**config.mk**
```make
export PLATFORM = sky130hd
export DESIGN_NAME = trap_controller
export DESIGN_NICKNAME = d
export VERILOG_FILES = /design/src/rtl/trap_pkg.sv /design/src/rtl/trap_csr_file.sv /design/src/rtl/trap_controller.sv
export SDC_FILE = /design/constraint.sdc
export NUM_CORES = 1
export LEC_CHECK = 0
export BUFFER_PORTS_ARGS = -buffer_cell sky130_fd_sc_hd__buf_4
export CAP_MARGIN = 20
export CORE_MARGIN = 2
export CORE_UTILIZATION = 45
export DETAILED_ROUTE_END_ITERATION = 6
export GPL_TIMING_DRIVEN = 0
export PLACE_DENSITY = 0.74
export SLEW_MARGIN = 15
export SYNTH_ARGS = -nofsm -noshare
export SYNTH_HDL_FRONTEND = slang
export SYNTH_HIERARCHICAL = 1
export SYNTH_SLANG_ARGS = --single-unit
```
**constraint.sdc**
```tcl
create_clock -name clk -period 2.4 [get_ports clk]
set_input_delay 0 -clock clk [delete_from_list [all_inputs] [get_ports clk]]
set_output_delay 0 -clock clk [all_outputs]
set_load 0.05 [all_outputs]
```
**src/rtl/trap_pkg.sv**
```systemverilog
// Shared types and constants for the machine-mode trap sequencer.
package trap_pkg;

  localparam int unsigned DATA_WIDTH     = 32;
  localparam int unsigned CSR_ADDR_WIDTH = 12;

  localparam logic [DATA_WIDTH-1:0] DEFAULT_HANDLER_BASE  = 32'h1c09_0000;
  localparam logic [DATA_WIDTH-1:0] DEFAULT_CAUSE_ECALL   = 32'd11;
  localparam logic [DATA_WIDTH-1:0] DEFAULT_CAUSE_ILLEGAL = 32'd2;

  localparam logic [CSR_ADDR_WIDTH-1:0] CSR_MSCRATCH = 12'h340;
  localparam logic [CSR_ADDR_WIDTH-1:0] CSR_MEPC     = 12'h341;
  localparam logic [CSR_ADDR_WIDTH-1:0] CSR_MCAUSE   = 12'h342;

  typedef enum logic [2:0] {
    ST_IDLE,
    ST_ENTER_FLUSH,
    ST_ENTER_JMP,
    ST_HANDLER,
    ST_EXIT_FLUSH,
    ST_EXIT_JMP
  } trap_state_e;

endpackage

```
**src/rtl/trap_csr_file.sv**
```systemverilog
// Trap CSR storage (mepc/mcause, plus mscratch and the csrr/csrw port when
// TRAP_CSR_ACCESS_EN is defined). Trap capture always beats a software write.
module trap_csr_file
  import trap_pkg::*;
(
  input  logic                      clk,
  input  logic                      rst,
  input  logic                      capture,
  input  logic [DATA_WIDTH-1:0]     capture_pc,
  input  logic [DATA_WIDTH-1:0]     capture_cause,
  input  logic                      wr_allow,
  input  logic [CSR_ADDR_WIDTH-1:0] csr_addr,
  input  logic                      csr_we,
  input  logic [DATA_WIDTH-1:0]     csr_wdata,
  output logic [DATA_WIDTH-1:0]     mepc,
  output logic [DATA_WIDTH-1:0]     mcause,
  output logic                      mcause_clear_c,
  output logic [DATA_WIDTH-1:0]     csr_rdata
);

`ifdef TRAP_CSR_ACCESS_EN
  logic [DATA_WIDTH-1:0] mscratch;
  logic                  wr_en_c;

  assign wr_en_c        = csr_we && wr_allow;
  assign mcause_clear_c = wr_en_c && (csr_addr == CSR_MCAUSE) && (csr_wdata == '0);

  always_ff @(posedge clk) begin
    if (rst) begin
      mepc     <= '0;
      mcause   <= '0;
      mscratch <= '0;
    end else begin
      if (capture) begin
        mepc   <= capture_pc;
        mcause <= capture_cause;
      end else if (wr_en_c && (csr_addr == CSR_MEPC)) begin
        mepc <= csr_wdata;
      end else if (wr_en_c && (csr_addr == CSR_MCAUSE)) begin
        mcause <= csr_wdata;
      end
      if (wr_en_c && (csr_addr == CSR_MSCRATCH)) begin
        mscratch <= csr_wdata;
      end
    end
  end

  // Unmapped addresses read as zero.
  always_comb begin
    csr_rdata = '0;
    case (csr_addr)
      CSR_MSCRATCH: csr_rdata = mscratch;
      CSR_MEPC:     csr_rdata = mepc;
      CSR_MCAUSE:   csr_rdata = mcause;
      default:      csr_rdata = '0;
    endcase
  end
`else
  logic unused_csr_port;

  assign unused_csr_port = ^{wr_allow, csr_addr, csr_we, csr_wdata};
  assign mcause_clear_c  = 1'b0;
  assign csr_rdata       = '0;

  always_ff @(posedge clk) begin
    if (rst) begin
      mepc   <= '0;
      mcause <= '0;
    end else if (capture) begin
      mepc   <= capture_pc;
      mcause <= capture_cause;
    end
  end
`endif

endmodule

```
**src/rtl/trap_controller.sv**
```systemverilog
// Machine-mode trap entry/exit sequencer with pipeline flush handshake.
// Optional CSR access port is enabled by defining TRAP_CSR_ACCESS_EN.
module trap_controller
  import trap_pkg::*;
#(
  parameter logic [DATA_WIDTH-1:0] HANDLER_BASE  = DEFAULT_HANDLER_BASE,
  parameter logic [DATA_WIDTH-1:0] CAUSE_ECALL   = DEFAULT_CAUSE_ECALL,
  parameter logic [DATA_WIDTH-1:0] CAUSE_ILLEGAL = DEFAULT_CAUSE_ILLEGAL
) (
  input  logic                      clk,
  input  logic                      rst,
  input  logic                      ecall_req,
  input  logic                      illegal_req,
  input  logic                      mret_req,
  input  logic [DATA_WIDTH-1:0]     req_pc,
  input  logic                      pipe_ready,
  output logic                      flush,
  output logic                      redirect_valid,
  output logic [DATA_WIDTH-1:0]     redirect_pc,
  output logic                      in_handler,
  output logic                      nested_err,
  input  logic [CSR_ADDR_WIDTH-1:0] csr_addr,
  input  logic                      csr_we,
  input  logic [DATA_WIDTH-1:0]     csr_wdata,
  output logic [DATA_WIDTH-1:0]     csr_rdata
);

  trap_state_e           state, next_state;
  logic                  capture_c;
  logic [DATA_WIDTH-1:0] cause_c;
  logic                  nested_set_c;
  logic                  wr_allow_c;
  logic                  mcause_clear_c;
  logic [DATA_WIDTH-1:0] mepc;
  logic [DATA_WIDTH-1:0] mcause;
  logic                  flush_d;
  logic                  redirect_valid_d;
  logic [DATA_WIDTH-1:0] redirect_pc_d;
  logic                  in_handler_d;

  assign wr_allow_c = (state == ST_IDLE) || (state == ST_HANDLER);

  trap_csr_file u_csr (
    .clk            (clk),
    .rst            (rst),
    .capture        (capture_c),
    .capture_pc     (req_pc),
    .capture_cause  (cause_c),
    .wr_allow       (wr_allow_c),
    .csr_addr       (csr_addr),
    .csr_we         (csr_we),
    .csr_wdata      (csr_wdata),
    .mepc           (mepc),
    .mcause         (mcause),
    .mcause_clear_c (mcause_clear_c),
    .csr_rdata      (csr_rdata)
  );

  // State register; outputs are registered from the next state so they
  // line up with the state they describe.
  always_ff @(posedge clk) begin
    if (rst) begin
      state          <= ST_IDLE;
      flush          <= 1'b0;
      redirect_valid <= 1'b0;
      redirect_pc    <= '0;
      in_handler     <= 1'b0;
      nested_err     <= 1'b0;
    end else begin
      state          <= next_state;
      flush          <= flush_d;
      redirect_valid <= redirect_valid_d;
      redirect_pc    <= redirect_pc_d;
      in_handler     <= in_handler_d;
      if (nested_set_c) begin
        nested_err <= 1'b1;
      end else if (mcause_clear_c) begin
        nested_err <= 1'b0;
      end
    end
  end

  always_comb begin
    next_state       = state;
    capture_c        = 1'b0;
    cause_c          = CAUSE_ECALL;
    nested_set_c     = 1'b0;
    flush_d          = 1'b0;
    redirect_valid_d = 1'b0;
    redirect_pc_d    = '0;
    in_handler_d     = 1'b0;

    case (state)
      ST_IDLE: begin
        if (illegal_req || ecall_req) begin
          capture_c  = 1'b1;
          cause_c    = illegal_req ? CAUSE_ILLEGAL : CAUSE_ECALL;
          next_state = ST_ENTER_FLUSH;
        end
      end
      ST_ENTER_FLUSH: if (pipe_ready) next_state = ST_ENTER_JMP;
      ST_ENTER_JMP:   next_state = ST_HANDLER;
      ST_HANDLER: begin
        nested_set_c = ecall_req || illegal_req;
        if (mret_req) next_state = ST_EXIT_FLUSH;
      end
      ST_EXIT_FLUSH:  if (pipe_ready) next_state = ST_EXIT_JMP;
      ST_EXIT_JMP:    next_state = ST_IDLE;
      default:        next_state = ST_IDLE;
    endcase

    // Output values for the state being entered.
    case (next_state)
      ST_ENTER_FLUSH, ST_EXIT_FLUSH: flush_d = 1'b1;
      ST_ENTER_JMP: begin
        redirect_valid_d = 1'b1;
        redirect_pc_d    = HANDLER_BASE;
      end
      ST_EXIT_JMP: begin
        redirect_valid_d = 1'b1;
        redirect_pc_d    = mepc + DATA_WIDTH'(4);
      end
      ST_HANDLER:   in_handler_d = 1'b1;
      default:      ;
    endcase
  end

endmodule

```
# [Yosys cells after proc, flatten, opt, wreduce, memory -nomap -nowiden]
# Cells that the tools add are included.
[totals] ff_bits=71 latch_bits=0 mem_bits_rw=0 mem_bits_ro=0 input_bits=83 out_inout_bits=68 word_cells=33 n_memories=0
[op_classes] addsub=1 multipliers=0 div=0 n_lt_le_gt_ge=0 n_eq_ne=9 n_shift=0 n_mux=12 n_bitwise=0 reduce_logical=4
[ops] operator="$pmux W32 S2" n=1
[ops] operator="$add A32 B3 Y32 const B" n=1
[ops] operator="$pmux W3 S5" n=1
[ops] operator="$eq A3 B2 Y1 const B" n=4
[ops] operator="$mux W3" n=4
[ops] operator="$eq A3 B3 Y1 const B" n=3
[ops] operator="$eq A3 B1 Y1 const B" n=2
[ops] operator="$mux W1" n=6
[ops] operator="$reduce_or A2 Y1" n=2
[ops] operator="$logic_not A3 Y1" n=1
[ops] operator="$logic_or A1 B1 Y1" n=1

# [Depth between registers and ports, before layout]
# Gate-level depths: netlist of the first run.
[depth] depth_word=6 ltp_mapped=7 ltp_nobuf=5

# [Modules after synthesis]
# The synthesis of the first run kept the hierarchy.
[by_module_without_submodules] mod="trap_csr_file" instances=1 cells_per_inst=240 area_each_um2=2542.4 seq_area_each_um2=1281.2
[by_module_without_submodules] mod="trap_controller" instances=1 cells_per_inst=214 area_each_um2=1813.0 seq_area_each_um2=780.7

# [Worst setup path after synthesis of the first run]
# Ideal clock, no wire load.
[synth_timing] path_kind="register -> register" from="reg u_csr.mepc[2]" to="reg redirect_pc[26]" setup_ns=0.070 arrival_time_ns=1.807 required_ns=2.330 path_slack_ns=0.523 path_stages_with_launch=7 n_path_buf=1 period_less_slack_ns=1.877 path_cell_list="dfxtp_1 > ha_1 > and4_1 > clkbuf_1 > or3b_2 > o32a_1 > a21oi_1"
[synth_between] elab_chain_len=2
[synth_rtl] element="start: declaration" line_no="trap_csr_file.sv:15" rtl="output logic [DATA_WIDTH-1:0] mepc,"
[synth_rtl] element="start signal: assignment" line_no="trap_csr_file.sv:70" rtl="mepc <= capture_pc;"
[synth_rtl] element="$add A32 B3 Y32" line_no="trap_controller.sv:121" rtl="redirect_pc_d = mepc + DATA_WIDTH'(4);"
[synth_rtl] element="$pmux W32 S2" line_no="trap_controller.sv:113" rtl="case (next_state)"
[synth_rtl] element="end signal: assignment" line_no="trap_controller.sv:73" rtl="redirect_pc <= redirect_pc_d;"
[synth_rtl] element="end: declaration" line_no="trap_controller.sv:19" rtl="output logic [DATA_WIDTH-1:0] redirect_pc,"
# No other way between the ends.
# A chain may end at the register's enable or synchronous reset.

# [Worst setup path after layout of the first run]
[layout_timing] from="reg state[1]" to="reg redirect_pc[31]"
[layout_between] elab_chain_len=4 word_cells_on_any_way=13 cone_classes="6 x eq/ne; 6 x mux; 1 x reduce/logical"
[layout_rtl] element="start: declaration" line_no="trap_controller.sv:28" rtl="trap_state_e state, next_state;"
[layout_rtl] element="start signal: assignment" line_no="trap_controller.sv:70" rtl="state <= next_state;"
[layout_rtl] element="$eq A3 B3 Y1, or another cell as far along" line_no="trap_controller.sv:93" rtl="case (state)"
[layout_rtl] element="$pmux W3 S5 (*)" line_no="trap_controller.sv:93"
[layout_rtl] element="$eq A3 B3 Y1 / $eq A3 B2 Y1 (equally long branches)" line_no="trap_controller.sv:113"
[layout_rtl] element="$pmux W32 S2 (*)" line_no="trap_controller.sv:113"
# Every way passes the cells marked *; elsewhere a longest branch is shown, timed or not.

==> flow_metrics.tcl, run 1 <==
set metrics [dict create \
    status "completed" \
    hold_viol_final 0 \
    cts_tree "done" \
    numCtsBuffers 9 \
    portBuffers 72 \
    area_growth_pct 42.0 \
    finClkSkew_ps 11.1 \
    first_global_vias 2492 \
    crit_end "redirect_pc[31]" \
    synth_area_per_cell_um2 9.21 \
    ir_worst_vdd_mv 0.381 \
    min_path_type "input pin to flop" \
    r2r_end "redirect_pc[31]" \
    die_x_um 88.3 \
    die_area_um2 7790 \
    worst_pin_slew_ps 771 \
    max_cap_violations 0 \
    gp_congestion 0.852 \
    core_um2 6830 \
    crit_start "state[1]" \
    reg2reg_slack_ps 240 \
    wl_per_cell_um 12.4 \
    drive_gt1_frac 0.268 \
    crit_fanout 10 \
    start_util 0.468 \
    final_max_slew_viol_count 0 \
    power_density_nw_per_um2 646 \
    combPwrFrac 0.194 \
    firstDrtPassIters 4 \
    ioPinCount 151 \
    power.internal_mw 2.12 \
    setup_viol_count_final 0 \
    p_seq_frac 0.448 \
    netlist_instances 347 \
    critPathKind "flop to flop" \
    wl_mm 7.36 \
    ant_nets 0 \
    grt_usage 0.194 \
    gr-total-overflow 0 \
    cts_htree_levels 3 \
    fp.dieH_um 88.3 \
    cp-end-kind "flop" \
    fin_ws_ps 239 \
    clock.fmax_mhz 463 \
    period_share 0.900 \
    p_leak_nw 1.98 \
    rsz0062_at_grt "false" \
    antenna_found_initial 0 \
    hpwl_mm 5.16 \
    cts.sinks 71 \
    netlist_area_um2 3190 \
    holdWs_ps 112 \
    clkPwrFrac 0.359 \
    clock_latency_ps 350 \
    fin_setup_tns_ps 0 \
    grt_max_degree 13 \
    slew_headroom 0.482 \
    clkTransAtPathRegs_ps 70 \
    swShare 0.278 \
    drcViolationCount 0 \
    drt-vias-per-instance 4.74 \
    reg2reg_depth 6 \
    cts-root-buf "clkbuf_8" \
    vias 2823 \
    period_needed_ps 2160 \
    antenna_cells 0 \
    grt_first_pass_wirelength_mm 11.6 \
    required_ps 2610 \
    fill_cells 562 \
    switchingPower_mw 0.814 \
    yosysWarnings 6 \
    start_kind "flop" \
    drt_iter0_markers 150 \
    clock_path_buffers 2 \
    final_net_count 579 \
    arrival_ps 2370 \
    dp_slack_ps 190 \
    r2r_start "state[1]" \
    rows 30 \
]
-- cells in the final DEF, fill, tap and decap left out, drive strengths merged, types with 2 or more instances in the layout --
master,instances
buf,116
dfxtp,71
nor2,52
dlygate4sd3,34
conb,33
mux2i,32
clkbuf,21
a21oi,20
nand2,13
o31ai,10
or4,10
nand4,9
xor2,8
nand3,8
o21ai,7
or3,6
inv,6
xnor2,5
nor3,4
and4,4
or3b,3
and3,2
and2,2
nand3b,2
nand4bb,2
o32a,2
nand2b,2
bufinv,2
clkinv,2
-- sequential cells by signal, indices dropped and copies added (netlist names) --
register and count:
u_csr/mepc 32, redirect_valid 1, nested_err 1, state 3, flush 1, in_handler 1
redirect_pc 32
-- per-layer routing --
metal / GRT usage / vias to the layer above / wire, µm / part of all wire
met5: 0 / - / 0 / 0
met1: 0.241 / 1266 / 3280 / 0.45
met3: 0.0522 / 16 / 421 / 0.057
met2: 0.316 / 103 / 3480 / 0.47
li1: - / 1438 / - / -
met4: 0.0854 / 0 / 178 / 0.024
-- cell type report --
class / instances / area, µm² / area share
multi-input combinational: 247 / 1490 / 0.329
clock buffer: 11 / 141 / 0.0312
inverter: 6 / 22.5 / 0.00497
tap: 96 / 120 / 0.0265
timing repair buffer: 106 / 881 / 0.194
sequential: 71 / 1420 / 0.313
buffer: 54 / 373 / 0.0822
clock inverter: 5 / 81.3 / 0.0179
-- critical path: stages, from the launching register on --
cell and delay (ps):
dfxtp_1 310, clkbuf_1 180, a21bo_2 240, a21oi_1 100, o21ai_1 630, clkbuf_1 450, a21oi_1 110
-- worst min path at each step --
stage	start	end	slack, ps	cells past startpoint
detailed placement	rst	u_csr/mepc[29]	240	2
finish	pipe_ready	state[1]	110	4
floorplan	req_pc[0]	u_csr/mepc[0]	150	2
global placement	req_pc[14]	u_csr/mepc[14]	230	3
global route	pipe_ready	in_handler	120	4
CTS	pipe_ready	state[1]	90	4
-- timing repair --
action                                  4_1_cts  5_1_grt
setup buffers                                 0        0
hold buffers                                 34        0
endpoints found under the setup margin        0        2
endpoints found under the hold margin        34        0
gates resized for setup                       0        0
-- metrics by stage --
step                utilization  instance area (µm²)  power, mW  cells
floorplan                     -                 3310       1.74    379
global placement          0.582                 3980       1.84    547
detailed placement        0.582                 3980       1.85    547
CTS                       0.664                 4540       2.94    597
global route              0.664                 4530       3.05    596
finish                    0.664                 4530       2.93    596
-- power groups by stage --
stage	Clock [mW]	Sequential, mW	Combinational, mW
floorplan	0	1.35	0.391
global placement	0	1.33	0.509
detailed placement	0	1.34	0.518
CTS	1.07	1.31	0.564
global route	1.12	1.32	0.610
finish	1.05	1.31	0.567
Power figures use the tool's default switching activity.
==> inputs of run 2 (changes only) <==
--- a/config.mk
+++ b/config.mk
@@ -7,7 +7,6 @@
 export LEC_CHECK = 0
 export BUFFER_PORTS_ARGS = -buffer_cell sky130_fd_sc_hd__buf_4
 export CAP_MARGIN = 20
-export CORE_MARGIN = 2
 export CORE_UTILIZATION = 45
 export DETAILED_ROUTE_END_ITERATION = 6
 export GPL_TIMING_DRIVEN = 0
==> run 2 against run 1 <==
Critical path depth unchanged. Largest power group unchanged. Via count decreased by 0.57%. Utilization decreased by 0.16 points. Design area decreased by 0.25%. Sequential power about the same. Sequential share of layout area increased by 0.078 points. Total power decreased by 0.83%. Hold slack got worse by 110 ps. Worst setup slack improved by 19 ps. Routed wire length decreased by 3.3%.
==> flow_metrics.tcl, run 2 (synthesis results as in run 1) <==
set metrics [dict create \
    numCtsBuffers 9 \
    dp_slack_ps 192 \
    status "completed" \
    clock_latency_ps 350 \
    period_needed_ps 2140 \
    cts_htree_levels 3 \
    gp_congestion 0.821 \
    reg2reg_slack_ps 260 \
    r2r_start "state[1]" \
    fp.dieH_um 86.3 \
    finClkSkew_ps 8.73 \
    die_x_um 86.3 \
    wl_per_cell_um 12.0 \
    drive_gt1_frac 0.271 \
    rows 30 \
    ir_worst_vdd_mv 0.358 \
    max_cap_violations 0 \
    r2r_end "redirect_pc[29]" \
    post-cts-setup-buffer-count 0 \
    cts_tree "done" \
    gr-total-overflow 0 \
    drt_iter0_markers 249 \
    clkTransAtPathRegs_ps 70 \
    grt_first_pass_wirelength_mm 11.6 \
    post-route-util 0.662 \
    ioPinCount 151 \
    crit_start "state[1]" \
    clock.fmax_mhz 467 \
    antenna_cells 0 \
    cp-end-kind "flop" \
    power_density_nw_per_um2 642 \
    fill_cells 595 \
    grt_max_degree 14 \
    final_net_count 578 \
    setup_viol_count_final 0 \
    p_seq_frac 0.451 \
    core_um2 6830 \
    required_ps 2600 \
    firstDrtPassIters 4 \
    wl_mm 7.12 \
    critPathKind "flop to flop" \
    start_kind "flop" \
    arrival_ps 2350 \
    multiInputGateArea_um2 1490 \
    rsz0062_at_grt "false" \
    reg.largest.list "redirect_pc x32, u_csr/mepc x32, state x3" \
    die_area_um2 7440 \
    reg2reg_depth 6 \
    crit_fanout 10 \
    cts.sinks 71 \
    clock_path_buffers 2 \
    register_area_um2 1420 \
    crit_end "redirect_pc[29]" \
    portBuffers 72 \
    layout_common_cells "buf_4, dfxtp_1, nor2_1" \
    min_path_type "input pin to flop" \
    swShare 0.282 \
    final_max_slew_viol_count 0 \
    switchingPower_mw 0.819 \
    clkPwrFrac 0.355 \
    antenna_found_initial 0 \
    hpwl_mm 4.99 \
    vias 2807 \
    period_share 0.892 \
    ant_nets 0 \
    slew_headroom 0.476 \
    fin_ws_ps 258 \
    first_global_vias 2543 \
    start_util 0.468 \
    combPwrFrac 0.194 \
    power.internal_mw 2.09 \
    layout_commonest_cell "buf_4" \
    drcViolationCount 0 \
    hold_viol_final 0 \
    worst_pin_slew_ps 781 \
    grt_usage 0.200 \
    cts-root-buf "clkbuf_8" \
    fin_setup_tns_ps 0 \
    drt-vias-per-instance 4.72 \
    p_leak_nw 1.97 \
    area_growth_pct 41.6 \
]
[run 2: routing by layer]
layer | vias up | wire length [µm] | part of all wire | global-route usage
li1 | 1429 | - | - | -
met4 | 0 | 109 | 0.015 | 0.0773
met2 | 107 | 3380 | 0.48 | 0.343
met1 | 1261 | 3140 | 0.44 | 0.250
met5 | - | 0 | 0 | 0
met3 | 10 | 489 | 0.069 | 0.0381
[run 2: worst max-delay path, stage by stage (launching register included)]
cell and delay, ps:
dfxtp_1 300, clkbuf_1 180, a21bo_2 240, a21oi_1 100, o21ai_1 630, clkbuf_1 440
a21oi_1 110
[run 2: worst min-delay path by stage]
stage / from / to / cells after the start
global placement: req_pc[14] / u_csr/mepc[14] / 3
detailed placement: rst / u_csr/mepc[31] / 2
finish: rst / state[1] / 2
global route: rst / state[1] / 2
CTS: mret_req / state[2] / 3
floorplan: req_pc[0] / u_csr/mepc[0] / 2
[run 2: power groups by stage]
stage	logic [mW]	clock network (mW)	registers, mW
2_1_floorplan	0.391	0	1.35
3_3_place_gp	0.510	0	1.33
3_5_place_dp	0.516	0	1.34
4_1_cts	0.561	1.05	1.31
5_1_grt	0.608	1.10	1.32
6_report	0.563	1.03	1.31
[run 2: metrics by stage]
| step | hold WS, ps | power (mW) | cell area [µm²] | cells |
|---|---|---|---|---|
| 6_report | 6.06 | 2.91 | 4520 | 595 |
| 4_1_cts | 6.39 | 2.92 | 4530 | 596 |
| 5_1_grt | 24.3 | 3.02 | 4520 | 595 |
| 3_3_place_gp | 234 | 1.84 | 3980 | 547 |
| 3_5_place_dp | 239 | 1.85 | 3980 | 547 |
| 2_1_floorplan | 147 | 1.74 | 3310 | 379 |
[run 2: final cells by class]
class / instances / area share
plain buffers: 54 / 0.0824
multi-input cells: 247 / 0.330
clock inverters: 7 / 0.0216
well taps: 96 / 0.0266
flip-flops and latches: 71 / 0.314
clock buffers: 9 / 0.0274
repair buffers: 105 / 0.193
inverters: 6 / 0.00498
[run 2: what timing repair did]
action                                 in CTS  in global routing
hold buffers                               33                  0
resized for setup                           0                  0
endpoints found under the hold margin      32                  0
setup endpoints to repair                   0                  2
